File: config.mk
export PLATFORM = sky130hd
export DESIGN_NAME = stencil_scanout
export DESIGN_NICKNAME = d
export VERILOG_FILES = /design/src/rtl/stencil_scanout.sv
export SDC_FILE = /design/constraint.sdc
export NUM_CORES = 1
export LEC_CHECK = 0
export CAP_MARGIN = 20
export CORE_ASPECT_RATIO = 2
export CORE_UTILIZATION = 45
export CTS_CLUSTER_SIZE = 20
export DETAILED_ROUTE_END_ITERATION = 6
export GPL_TIMING_DRIVEN = 0
export PLACE_DENSITY_LB_ADDON = 0.08
export RECOVER_POWER = 25
export SYNTH_ARGS = -nofsm -noshare
export SYNTH_HDL_FRONTEND = slang
export SYNTH_SLANG_ARGS = --single-unit
File: constraint.sdc
create_clock -name clock -period 3.2 [get_ports clock]
set_input_delay 0.64 -clock clock [delete_from_list [all_inputs] [get_ports clock]]
set_output_delay 0.64 -clock clock [all_outputs]
set_load 0.1 [all_outputs]
File: src/rtl/stencil_scanout.sv
// Purpose : scans a 2^X x 2^Y stencil buffer in raster order and streams it out as pixels.
// Latency : start sampled at edge c -> first rd_en in cycle c+1, first pix_valid in c+3.
// Backpr. : pix_ready low stops issue once 2 reads are in flight or buffered; head holds steady.
//
// Ports:
//   clock, resetn      sole clock, synchronous active-low reset
//   start              frame request, only honoured in IDLE
//   rd_address/rd_en   buffer read request ({y,x}); rd_data returns one cycle later
//   pix_*              valid/ready pixel stream with coordinates and end-of-frame flag
//   busy, done         frame in progress / one-cycle completion pulse
module stencil_scanout #(
    parameter int DATA_WIDTH = 12,
    parameter int X_WIDTH    = 5,
    parameter int Y_WIDTH    = 5,
    parameter int ADDR_WIDTH = X_WIDTH + Y_WIDTH
) (
    input  logic                  clock,
    input  logic                  resetn,
    input  logic                  start,
    output logic [ADDR_WIDTH-1:0] rd_address,
    output logic                  rd_en,
    input  logic [DATA_WIDTH-1:0] rd_data,
    output logic [DATA_WIDTH-1:0] pix_data,
    output logic [X_WIDTH-1:0]    pix_x,
    output logic [Y_WIDTH-1:0]    pix_y,
    output logic                  pix_valid,
    input  logic                  pix_ready,
    output logic                  pix_last,
    output logic                  busy,
    output logic                  done
);

    typedef enum logic [1:0] {
        S_IDLE  = 2'd0,
        S_RUN   = 2'd1,
        S_DRAIN = 2'd2
    } state_t;

    state_t state;
    state_t state_nxt;

    // Issue counter: address of the next read to issue.
    logic [X_WIDTH-1:0] x_cnt;
    logic [Y_WIDTH-1:0] y_cnt;
    logic               last_addr;

    // Read issued last cycle; its data is on rd_data this cycle.
    logic               inflight;
    logic [X_WIDTH-1:0] inflight_x;
    logic [Y_WIDTH-1:0] inflight_y;

    // Two-entry in-order pixel FIFO.
    logic [DATA_WIDTH-1:0] fifo_data [2];
    logic [X_WIDTH-1:0]    fifo_x    [2];
    logic [Y_WIDTH-1:0]    fifo_y    [2];
    logic                  wr_ptr;
    logic                  rd_ptr;
    logic [1:0]            count;

    logic       push;
    logic       pop;
    logic [2:0] occupancy;
    logic       room;

    assign last_addr  = (&x_cnt) & (&y_cnt);
    assign rd_address = ADDR_WIDTH'({y_cnt, x_cnt});

    assign push      = inflight;
    assign pix_valid = (count != 2'd0);
    assign pop       = pix_valid & pix_ready;
    assign pix_data  = fifo_data[rd_ptr];
    assign pix_x     = fifo_x[rd_ptr];
    assign pix_y     = fifo_y[rd_ptr];
    assign pix_last  = pix_valid & (&pix_x) & (&pix_y);

    // Everything already committed (buffered or returning) minus what leaves
    // this cycle must leave a slot free, so a push never meets a full FIFO
    // without a matching pop. pop implies count >= 1, so no underflow.
    assign occupancy = {1'b0, count} + {2'b00, inflight};
    assign room      = (occupancy - {2'b00, pop}) < 3'd2;

    // ---------------- FSM: state register ----------------
    always_ff @(posedge clock) begin
        if (!resetn) begin
            state <= S_IDLE;
        end else begin
            state <= state_nxt;
        end
    end

    // ---------------- FSM: next-state logic ----------------
    always_comb begin
        state_nxt = state;
        case (state)
            S_IDLE:  if (start) state_nxt = S_RUN;
            S_RUN:   if (rd_en && last_addr) state_nxt = S_DRAIN;
            S_DRAIN: if (pop && pix_last) state_nxt = S_IDLE;
            default: state_nxt = S_IDLE;
        endcase
    end

    // ---------------- FSM: outputs ----------------
    always_comb begin
        rd_en = 1'b0;
        busy  = 1'b0;
        case (state)
            S_RUN: begin
                rd_en = room;
                busy  = 1'b1;
            end
            S_DRAIN: busy = 1'b1;
            default: begin
                rd_en = 1'b0;
                busy  = 1'b0;
            end
        endcase
    end

    // Issue counter. Holds at the final address after the last issue so the
    // address bus stays quiet until the next frame clears it.
    always_ff @(posedge clock) begin
        if (!resetn) begin
            x_cnt <= '0;
            y_cnt <= '0;
        end else if (state == S_IDLE && start) begin
            x_cnt <= '0;
            y_cnt <= '0;
        end else if (rd_en && !last_addr) begin
            x_cnt <= x_cnt + 1'b1;
            if (&x_cnt) begin
                y_cnt <= y_cnt + 1'b1;
            end
        end
    end

    // Tag the returning read with the coordinates it was issued for.
    always_ff @(posedge clock) begin
        if (!resetn) begin
            inflight   <= 1'b0;
            inflight_x <= '0;
            inflight_y <= '0;
        end else begin
            inflight   <= rd_en;
            inflight_x <= x_cnt;
            inflight_y <= y_cnt;
        end
    end

    // Pixel FIFO; storage is cleared on reset so the head reads as zero.
    always_ff @(posedge clock) begin
        if (!resetn) begin
            for (int i = 0; i < 2; i++) begin
                fifo_data[i] <= '0;
                fifo_x[i]    <= '0;
                fifo_y[i]    <= '0;
            end
            wr_ptr <= 1'b0;
            rd_ptr <= 1'b0;
            count  <= 2'd0;
        end else begin
            if (push) begin
                fifo_data[wr_ptr] <= rd_data;
                fifo_x[wr_ptr]    <= inflight_x;
                fifo_y[wr_ptr]    <= inflight_y;
                wr_ptr            <= ~wr_ptr;
            end
            if (pop) begin
                rd_ptr <= ~rd_ptr;
            end
            count <= count + {1'b0, push} - {1'b0, pop};
        end
    end

    // Completion pulse lands in the cycle after the final transfer, when the
    // FSM is already back in IDLE.
    always_ff @(posedge clock) begin
        if (!resetn) begin
            done <= 1'b0;
        end else begin
            done <= pop & pix_last;
        end
    end

endmodule

After elaboration in Yosys (flattened, before gate mapping)
Memories as Yosys holds them, arrays and structs flattened. A register that Yosys moved wholly into a read port is not among the register bits.
Index checks and enable logic that the tools add are counted.

operators by class
  eq/ne operators = 5
  muxes and demuxes = 25
  magnitude comparators = 1
  reduce and logical (&&, ||, !) cells = 18
  bitwise operators = 8
  add/subtract/negate cells = 6

operator list
  kind                   number
  $reduce_and A5 Y1      4
  $mux W1                18
  $mux W12               1
  $reduce_or A12 Y1      1
  $add A5 B1 Y5 const B  2
  $mux W5                2
  $reduce_or A5 Y1       2
  $mux W2                3
  $ne A2 B2 Y1 const B   3
  $pmux W2 S3            1
  $reduce_and A6 Y1      1
  $and A1 B1 Y1          5
  $logic_and A1 B1 Y1    4
  $reduce_or A2 Y1       2
  $add A2 B1 Y3          1
  $lt A3 B2 Y1 const B   1
  $not A1 Y1             3
  $reduce_and A3 Y1      1
  $sub A3 B1 Y3          1
  $add A2 B1 Y2          1
  $eq A2 B1 Y1 const B   1
  $eq A2 B2 Y1 const B   1
  $logic_not A2 Y1       1
  $reduce_bool A2 Y1     1
  other kinds (2)        2

word-level totals
  RAM bits = 44
  bits of input ports = 16
  memories = 3
  register bits = 28
  logic and storage cells = 76
  output and inout bits = 37

memory list
  name       depth  width  rd ports  clocked after memory_dff  wr ports  line  source
  fifo_data  2      12     1         1                         2         53    logic [DATA_WIDTH-1:0] fifo_data [2];
  fifo_x     2      5      1         1                         2         54    logic [X_WIDTH-1:0] fifo_x [2];
  fifo_y     2      5      1         1                         2         55    logic [Y_WIDTH-1:0] fifo_y [2];

Longest topological paths before layout
Gate-level depths: netlist of the first run.

  depth in word-level cells = 8
  gate-level depth with buffers = 12
  gate-level depth less buffers = 12

Worst setup path after synthesis of the first run
Ideal clock, no wire load.

  kind = reg2out
  start = register count[1]
  end = output port rd_en
  stages on the path, launching flop included = 10
  arrival time = 3,875 ps
  required time = 2,560 ps
  path slack = -1,315 ps
  path buffers = 0
  cells stage by stage = dfxtp_1 > or2_1 > nand2_1 > inv_1 > ha_1 > inv_1 > ha_1 > fa_1 > nand2b_1 > nor2_1

between the ends
  cells in the longest elaborated chain, start to end = 5
  elaborated cells on any way between the ends = 6
  those cells by class = add/sub: 2; order compare: 1; mux: 1; bitwise: 1; reduce/logical: 1

ends and longest elaborated chain
  item                    line  source
  from (decl)             58    logic [1:0] count;
  from (signal assigned)  170   count <= count + {1'b0, push} - {1'b0, pop};
  $reduce_bool A2 Y1      69    assign pix_valid = (count != 2'd0);
  via pix_valid           26    output logic pix_valid,
  $and A1 B1 Y1           70    assign pop = pix_valid & pix_ready;
  via pop                 61    logic pop;
  $sub A3 B1 Y3           80    assign room = (occupancy - {2'b00, pop}) < 3'd2;
  $lt A3 B2 Y1            80
  $mux W1                 106   case (state)
  to (decl)               21    output logic rd_en,

The timed path passes the listed nets, and every way through them passes these cells.

Worst setup path after layout of the first run
  start = register count[1]
  end = output port rd_en

between the ends
  cells in the longest elaborated chain, start to end = 5
  elaborated cells on any way between the ends = 6
  those cells by class = add/sub: 2; order compare: 1; mux: 1; bitwise: 1; reduce/logical: 1

ends and longest elaborated chain
  item                line
  $reduce_bool A2 Y1  69
  $and A1 B1 Y1       70
  via pop             61
  $sub A3 B1 Y3       80
  $lt A3 B2 Y1        80
  $mux W1             106

The timed path passes the listed nets, and every way through them passes these cells.

==> impl_metrics.csv, run 1 <==
group,metric,value,unit
run_status,status,"complete, but fails checks",
run_status,violations,"max-capacitance violations, max-slew violations",
yosys,yosysSeqAreaShare,59.0,%
grt,overflow,0,
layout,fin_cells,419,
clocking,root_buffer,"clkbuf_16",
worst_setup_path,cp-end-kind,"primary output",
route,top_layer_used,"met4",
placed_design,dp.cells,401,
layout,syn_to_final_growth,31.3,%
layout,layout_commonest_cell,"and2_1",
layout,multi_input_area,1290,um^2
route,wire_per_inst,14.4,um
route,met1_length,2080,um
floorplanning,die_w,61.8,um
clocking,clkLatencyLatePin,0.32,ns
timing,min_period,3.11,ns
route,route.met3.wl,219,um
placed_design,gp_congestion,0.766,
worst_setup_path,cp_slowest_cell,"fa_2",
route,drt_first_pass_iters,4,
grt,track_usage,18.4,%
grt,grt_pass1_vias,2112,
clocking,h-tree-depth,3,
yosys,avgSynthCellArea,12.5,um^2
yosys,synth_area,3220,um^2
grt,grt_pass1_wl,9740,um
timing,hold_viol,0,
worst_setup_path,startpoint_type,"flip-flop",
timing,finClkSkew,0.00538,ns
route,vias_per_cell,4.86,
clocking,cts_tree,"done",
placed_design,hpwl,4590,um
worst_setup_path,path_class,"reg2out",
placed_design,portBuffers,51,
route,wl_met2,3570,um
floorplanning,die_h,122,um
layout,finalNetCount,351,
timing,max_slew_margin,-16.6,%
timing,worst_pin_slew,1.73,ns
floorplanning,start_util,46.4,%
layout,drive_gt1_share,17.0,%
timing,rsz0062_at_grt,"true",
yosys,syn_nets,285,
timing,timing.fmax,322,MHz
clocking,cts-hold-fix-buffers,0,
floorplanning,io_pins,53,
route,route.detailed.drc,0,
grt,grt_max_degree,13,
pwr,ir_worst_vdd,0.639,mV
grt,antenna_found_initial,0,
timing,finalSetupViolations,0,
layout,design_area,4230,um^2
layout,n_antenna_cell,0,
worst_setup_path,cp_top_family,"adder cells",
worst_setup_path,crit_fanout,3,
layout,regArea,1900,um^2
clocking,cts_buffers,9,
clocking,max-clock-path-buffers,2,
timing,period_share,97.1,%
yosys,synthCells,258,
yosys,yosys_warnings,0,
yosys,synth.distinct_cells,31,
worst_setup_path,path_cells,"or2_4 > nand2_4 > inv_1 > ha_1 > inv_1 > ha_2 > fa_2 > nand2b_4 > nor2_4 > buf_12",
route,drt-total-wl,6050,um
worst_setup_path,crit_top_cell,"inv_1",
layout,n_fill_cell,573,
floorplanning,core,6940,um^2
floorplanning,fp.dieArea,7530,um^2
worst_setup_path,arrival,2.47,ns
run,cap_violations,1,
route,vias,2038,
yosys,ys_seq_elements,73,
layout,mostFrequentLayoutCells,"and2_1, edfxtp_1, clkdlybuf4s50_1",
pwr,power,0.00399,W
route,final_antenna_net_count,0,
clocking,cts_num_sinks,73,
worst_setup_path,critPathBufInv,3,
pwr,powerDensity,943,nW/um^2
worst_setup_path,critPathMaxStageDelay,0.47,ns
pwr,power.leakage,1.70,nW
worst_setup_path,cp_data_required_time,2.56,ns
clocking,clkTransAtPathRegs,0.05,ns
route,drt_first_iter_violations,63,
timing,slew_viol_final,11,
placed_design,dpl_cell_area,3900,um^2
floorplanning,rows,43,
min_path,min_path_type,"reg2reg",
==> flip-flops by register name (all words and copies together), names as in the netlist, named ones only <==
signal,flops
state,2
wr_ptr,1
inflight,1
fifo_x,10
done,1
inflight_y,5
fifo_y,10
y_cnt,5
rd_ptr,1
fifo_data,24
inflight_x,5
x_cnt,5
count,2
==> timing repair <==
| action | 4_1_cts | 5_1_grt |
|---|---|---|
| pin swaps | 0 | 3 |
| endpoints found under the hold margin | 0 | 0 |
| setup endpoints to repair | 12 | 8 |
| setup buffers | 1 | 1 |
| gates resized for setup | 22 | 7 |
==> layout make-up <==
| cell class | count | share of cell area [%] |
|---|---|---|
| plain buffers | 9 | 0.917 |
| clock buffers | 13 | 6.15 |
| clock inverters | 3 | 0.946 |
| inverters | 9 | 0.798 |
| multi-input cells | 167 | 30.5 |
| flip-flops and latches | 73 | 45.0 |
| well taps | 90 | 2.66 |
| repair buffers | 55 | 13.1 |
==> report_power, final <==
group | total [W] | switching, W | internal (W)
combinational | 0.00181 | 0.00129 | 0.000519
clock | 0.000993 | 0.000350 | 0.000643
sequential | 0.00118 | 0.0000662 | 0.00112
==> kinds of logic (layout without fill, tap and decap cells) <==
group / count (synthesis) / count (layout) / synth area share, %
AO/OA/AOI/OAI: 5 / 5 / 1.51
adder cells (fa/ha/maj): 11 / 11 / 4.50
multiplexers: 26 / 26 / 8.81
buffers and inverters: 18 / 89 / 2.25
flip-flops: 73 / 73 / 59.0
AND/OR/NAND/NOR: 116 / 116 / 21.2
XOR/XNOR: 9 / 9 / 2.68
==> final timing paths <==
path	slack [ns]	to	cells past startpoint	from
worst max-delay path	0.09	rd_en	10	count[1]
worst min-delay path	0.49	state[0]	2	state[0]
worst max register to register	0.30	y_cnt[3]	13	count[1]
worst min register to register	0.49	state[0]	2	state[0]
==> through the flow <==
step | setup TNS (ns) | utilization, % | worst slack [ns] | hold WS, ns
finish | 0 | 61.0 | 0.0931 | 0.485
global route | -0.0332 | 61.0 | -0.0332 | 0.500
global placement | -9.38 | 55.7 | -1.22 | 0.473
CTS | -0.202 | 60.8 | -0.202 | 0.488
floorplan | 0 | - | 0.00776 | 0.455
detailed placement | -3.67 | 56.2 | -1.23 | 0.477
==> per-layer routing <==
metal	global-route usage (%)	vias up
met2	34.4	47
met3	4.56	13
met5	0	-
met1	16.8	968
met4	9.58	0
li1	-	1010
==> synth_stat cells <==
library cell / count / area, um^2
nor3_2: 1 / 10.0
nor4_4: 1 / 21.3
buf_4: 1 / 7.51
xnor2_1: 3 / 26.3
a31oi_1: 1 / 6.26
and2_1: 61 / 382
clkbuf_1: 7 / 26.3
nand2b_4: 1 / 13.8
nand3_1: 4 / 20.0
dfxtp_1: 29 / 581
a2111oi_4: 1 / 27.5
or2_1: 2 / 12.5
buf_2: 1 / 5.00
nand2b_1: 4 / 25.0
edfxtp_1: 44 / 1320
nand2_1: 17 / 63.8
or2_2: 1 / 6.26
o21ai_0: 3 / 15.0
inv_1: 9 / 33.8
ha_1: 10 / 125
xnor2_2: 1 / 16.3
nand2_2: 1 / 6.26
or2_4: 1 / 8.76
nand4_1: 3 / 18.8
mux2i_1: 7 / 70.1
xor2_1: 5 / 43.8
and3_1: 5 / 31.3
nor2_1: 12 / 45.0
fa_1: 1 / 20.0
and4b_1: 2 / 20.0
mux2_2: 19 / 214
==> tightest hold or removal path: cells and delay by family (launching register included) <==
family        cells  cell delay (ns)
mux               1             0.06
simple gates      1             0.06
flops             1             0.32
Power figures use the tool's default switching activity.
==> run 2, diff against run 1 <==
- TNS_END_PERCENT: not set -> 50
==> results of run 2 <==
Final layout, timing and power as in run 1 (identical DEF).
==> run 3, diff against run 2 <==
- GPL_TIMING_DRIVEN: 0 -> not set
- MAX_ROUTING_LAYER: not set -> met4
==> impl_metrics.csv, run 3 (synthesis gave the netlist of run 1 again) <==
group,metric,value,unit
layout,postLayoutCoreUtil,61.0,%
grt,antenna_found_initial,0,
clocking,clkTransAtPathRegs,0.05,ns
timing,finClkSkew,0.00332,ns
floorplanning,start_util,46.4,%
pwr,seq_power_share,29.0,%
floorplanning,fp.dieArea,7530,um^2
route,route.detailed.drc,0,
layout,finalNetCount,353,
worst_setup_path,cp-end-kind,"primary output",
placed_design,dp.cells,402,
grt,grt_pass1_wl,9230,um
timing,timing.fmax,327,MHz
layout,syn_to_final_growth,31.3,%
timing,period_share,95.7,%
clocking,cts_tree,"done",
grt,grt_pass1_vias,2003,
pwr,powerDensity,973,nW/um^2
clocking,root_buffer,"clkbuf_16",
timing,setup_ws,0.138,ns
pwr,p_sw,0.00172,W
route,vias,2001,
layout,n_antenna_cell,0,
layout,regMostFlops,"fifo_data",
worst_setup_path,cp_data_required_time,2.56,ns
timing,hold_viol,0,
floorplanning,core,6940,um^2
floorplanning,rows,43,
timing,slew_viol_final,0,
floorplanning,die_w,61.8,um
layout,n_fill_cell,570,
grt,track_usage,18.1,%
clocking,max-clock-path-buffers,2,
placed_design,gp_congestion,0.768,
run,cap_violations,0,
route,drt-total-wl,5780,um
run_status,status,"completed",
min_path,whs_path_depth,2,
placed_design,hpwl,4170,um
placed_design,post-place-ws,-0.180,ns
pwr,combinationalPowerShare,44.8,%
route,drt_first_pass_iters,4,
worst_setup_path,path_class,"reg2out",
clocking,clkLatencyLatePin,0.33,ns
layout,reg_top3,"fifo_data: 24 flops, fifo_x: 10 flops, fifo_y: 10 flops",
timing,worst_pin_slew,1.16,ns
layout,largest_reg_flops,24,
worst_setup_path,crit_fanout,3,
layout,fin_cells,421,
timing,max_slew_margin,23.0,%
route,final_antenna_net_count,0,
pwr,power.leakage,1.74,nW
timing,rsz0062_at_grt,"false",
grt,grt_max_degree,26,
layout,drive_gt1_share,29.0,%
grt,overflow,0,
layout,mostFrequentLayoutCells,"and2_1, edfxtp_1, buf_4",
floorplanning,die_h,122,um
worst_setup_path,arrival,2.42,ns
clocking,cts_buffers,9,
route,wire_per_inst,13.7,um
floorplanning,io_pins,53,
route,drt_first_iter_violations,104,
pwr,pwr-share-clk,26.2,%
clocking,cts_num_sinks,73,
placed_design,portBuffers,52,
route,vias_per_cell,4.75,
min_path,min_path_type,"reg2reg",
worst_setup_path,ff2ff_path_depth,15,
timing,finalSetupViolations,0,
pwr,p_int,0.00239,W
layout,layout_commonest_cell,"and2_1",
clocking,h-tree-depth,3,
placed_design,dpl_cell_area,3870,um^2
pwr,switching_share,41.8,%
worst_setup_path,startpoint_type,"flip-flop",
clocking,cts-hold-fix-buffers,0,
pwr,ir_worst_vdd,0.500,mV
timing,min_period,3.06,ns
layout,design_area,4230,um^2
## run 3: changes by cell type in the layout (fill, tap and decap cells not counted), sizes merged, moves of 2 or more
| cell | previous run | this run |
|---|---|---|
| dlymetal6s2s | 2 | 0 |
| clkdlybuf4s50 | 37 | 13 |
| dlygate4sd2 | 10 | 1 |
| buf | 7 | 47 |
| clkbuf | 21 | 17 |
## run 3: power by group through the flow
| stage | registers (W) | clock network, W | logic [W] |
|---|---|---|---|
| detailed placement | 0.00121 | 0 | 0.00177 |
| floorplan | 0.00122 | 0 | 0.00138 |
| global placement | 0.00121 | 0 | 0.00177 |
| global route | 0.00121 | 0.00113 | 0.00195 |
| finish | 0.00119 | 0.00108 | 0.00184 |
| CTS | 0.00120 | 0.00110 | 0.00184 |
## run 3: area by class of cell
type | instances | area (um^2) | share of cell area (%)
well taps | 90 | 113 | 2.66
repair buffers | 66 | 554 | 13.1
flip-flops and latches | 73 | 1900 | 45.0
clock buffers | 13 | 293 | 6.92
clock inverters | 3 | 42.5 | 1.01
multi-input cells | 167 | 1290 | 30.5
inverters | 9 | 33.8 | 0.799
## run 3: per-layer routing
metal | GRT usage [%] | vias to the layer above | part of all wire, %
li1 | - | 1013 | -
met1 | 15.9 | 934 | 36
met2 | 32.9 | 44 | 58
met3 | 4.67 | 10 | 3.4
met4 | 9.72 | 0 | 2.5
met5 | - | - | 0
## run 3: path summary, 6_finish.rpt
kind	from	end	slack (ns)
worst min register to register	state[0]	state[0]	0.49
worst max-delay path	count[1]	rd_en	0.14
worst max register to register	count[1]	x_cnt[3]	0.37
worst min-delay path	state[0]	state[0]	0.49
## run 3: what timing repair did
| item | CTS | global route |
|---|---|---|
| buffers inserted | 2 | 1 |
| pin swaps | 2 | 2 |
| resized for setup | 4 | 1 |
| setup endpoints to repair | 1 | 1 |
## run 3: worst max-delay path: stages, from the launching register on
cell      delay (ns)
dfxtp_2         0.35
or2_4           0.26
nand2_4         0.07
inv_1           0.04
ha_1            0.26
inv_1           0.06
ha_1            0.15
fa_2            0.45
nand2b_4        0.16
nor2_4          0.11
buf_12          0.18
## run 3: stage by stage
stage	total power (W)	TNS (ns)	hold slack, ns
final	0.00411	0	0.494
after global routing	0.00429	0	0.512
after CTS	0.00414	0	0.497
after detailed placement	0.00298	-0.896	0.489
after global placement	0.00297	-0.487	0.468
after floorplan	0.00260	0	0.455
==> patch: new RTL, settings of run 1 <==
Re-encode `state_t` (3 states) as one-hot, 3 bits wide.
--- a/src/rtl/stencil_scanout.sv
+++ b/src/rtl/stencil_scanout.sv
@@ -30,10 +30,10 @@
     output logic                  done
 );
 
-    typedef enum logic [1:0] {
-        S_IDLE  = 2'd0,
-        S_RUN   = 2'd1,
-        S_DRAIN = 2'd2
+    typedef enum logic [2:0] {
+        S_IDLE  = 3'b001,
+        S_RUN   = 3'b010,
+        S_DRAIN = 3'b100
     } state_t;
 
     state_t state;
Check against the original RTL: same outputs for any inputs over 10 cycles, from zero or initial values and one cycle with resetn low; not proved beyond that.
==> patch against run 1 <==
The run ends with setup timing left; sequential power shrank 8%; cell area fell by 1.3%; sequential cell count increased by 1; synthesized cell count decreased by 0.78%; first-iteration DRC count shrank 14%; synthesized area down 1.2%; core utilization is 0.34 points lower; register-to-register slack better by 0.16 ns; cell count increased by 0.24%; setup slack worse by 0.19 ns; hold slack better by 0.025 ns; total power decreased by 20%; wire length is 0.58% lower.
==> patch: results (changes against run 1) <==
Logic inverters=7 (-2); Filler cells=621 (+8.4%); Hold WS=0.511 ns (+0.0250 ns); internal power=2.01 mW (-12%); Hold Crit Depth=1 (-1); placed standard-cell area=3890 um^2 (-0.16%); status=finished with violations; dpl hpwl=4.25 mm (-7.4%); reg2reg end=y_cnt[2]$_SDFFE_PP0P_; static leakage=1.65 nW (-3.3%); WL met1=2.15 mm (+3.0%); wire length on met3=244 um (+11%); Finish-stage setup viols=1 (+1); Port Buffers=52 (+2.0%); Slew HR=35.1% (+52 points); Mapped Area=3180 um^2 (-1.2%); hold_sp=y_cnt[4]$_SDFFE_PP0P_; layout cell share with drive strength beyond 1=23.0% (+6.0 points); met1 Use GR=17.3% (+0.44 points); Final #Nets=348 (-0.85%); post-route worst setup slack=-0.0988 ns (-0.192 ns); P_clk=944 uW (-4.9%); worst clock skew=0.00685 ns (+0.00147 ns); syn nets=279 (-2.1%); Clock buffer cells=12 (-1); GP Congestion=0.740 (-3.3%); met3 GRT Util=5.12% (+0.55 points); failing checks=setup timing; bufs w/o clock=68 (+6.3%); register area share after synthesis=60.4% (+1.3 points); NonClk Buf Share=13.6% (-0.38 points); Seq area share=46.1% (+1.1 points); largest stage delay on the critical path=0.59 ns (+0.12 ns); area occupied by multi-input gates=1260 um^2 (-2.4%); maximum vdd drop=438 uV (-32%); vias in the first global route=2005 (-5.1%); met2 GRT Util=31.7% (-2.8 points); Cell variety after synth=37 (+19%); Post-CTS Setup Bufs=0 (-1); largest net degree at the start of global routing=23 (+10); Clock buf/inv share=6.74% (-0.35 points); clk sinks=74 (+1.4%); DR iter-0 viols=54 (-14%); first-pass GRT wire length=9.34 mm (-4.1%); metal2 WL=3.43 mm (-3.9%); R2R Setup Slk=0.46 ns (+0.16 ns); drt wl/cell=14.3 um (-0.81%)
patch: changes by cell type after synthesis, moves of 3 or more:
cell | before | now
nor2b_1 | 0 | 4
o21ai_0 | 3 | 7
mux2i_1 | 7 | 3
a21oi_1 | 0 | 3
xnor2_1 | 3 | 6
nand2_1 | 17 | 7
ha_1 | 10 | 6
patch: cells by family after synthesis:
group                      Yosys count  share of synthesized area (%)
DFF                                 74                           60.4
muxes                               23                           8.02
adders and majority gates            7                           2.99
xor gates and xnor gates             9                           2.48
buffers and inverters               17                           2.28
AOI/OAI and AO/OA                   14                           2.44
and+or+nand+nor                    112                           21.5
patch: metrics by stage:
step                power [mW]  util [%]  setup WS (ns)  std cells  TNS [ns]
floorplan                 2.02         -         -0.266        256    -0.266
global placement          2.24      56.3          -1.20        398     -7.49
detailed placement        2.25      56.5          -1.21        399     -1.21
CTS                       3.20      60.7         -0.232        415    -0.232
global route              3.33      60.6         -0.202        420    -0.202
finish                    3.21      60.6        -0.0988        420   -0.0988
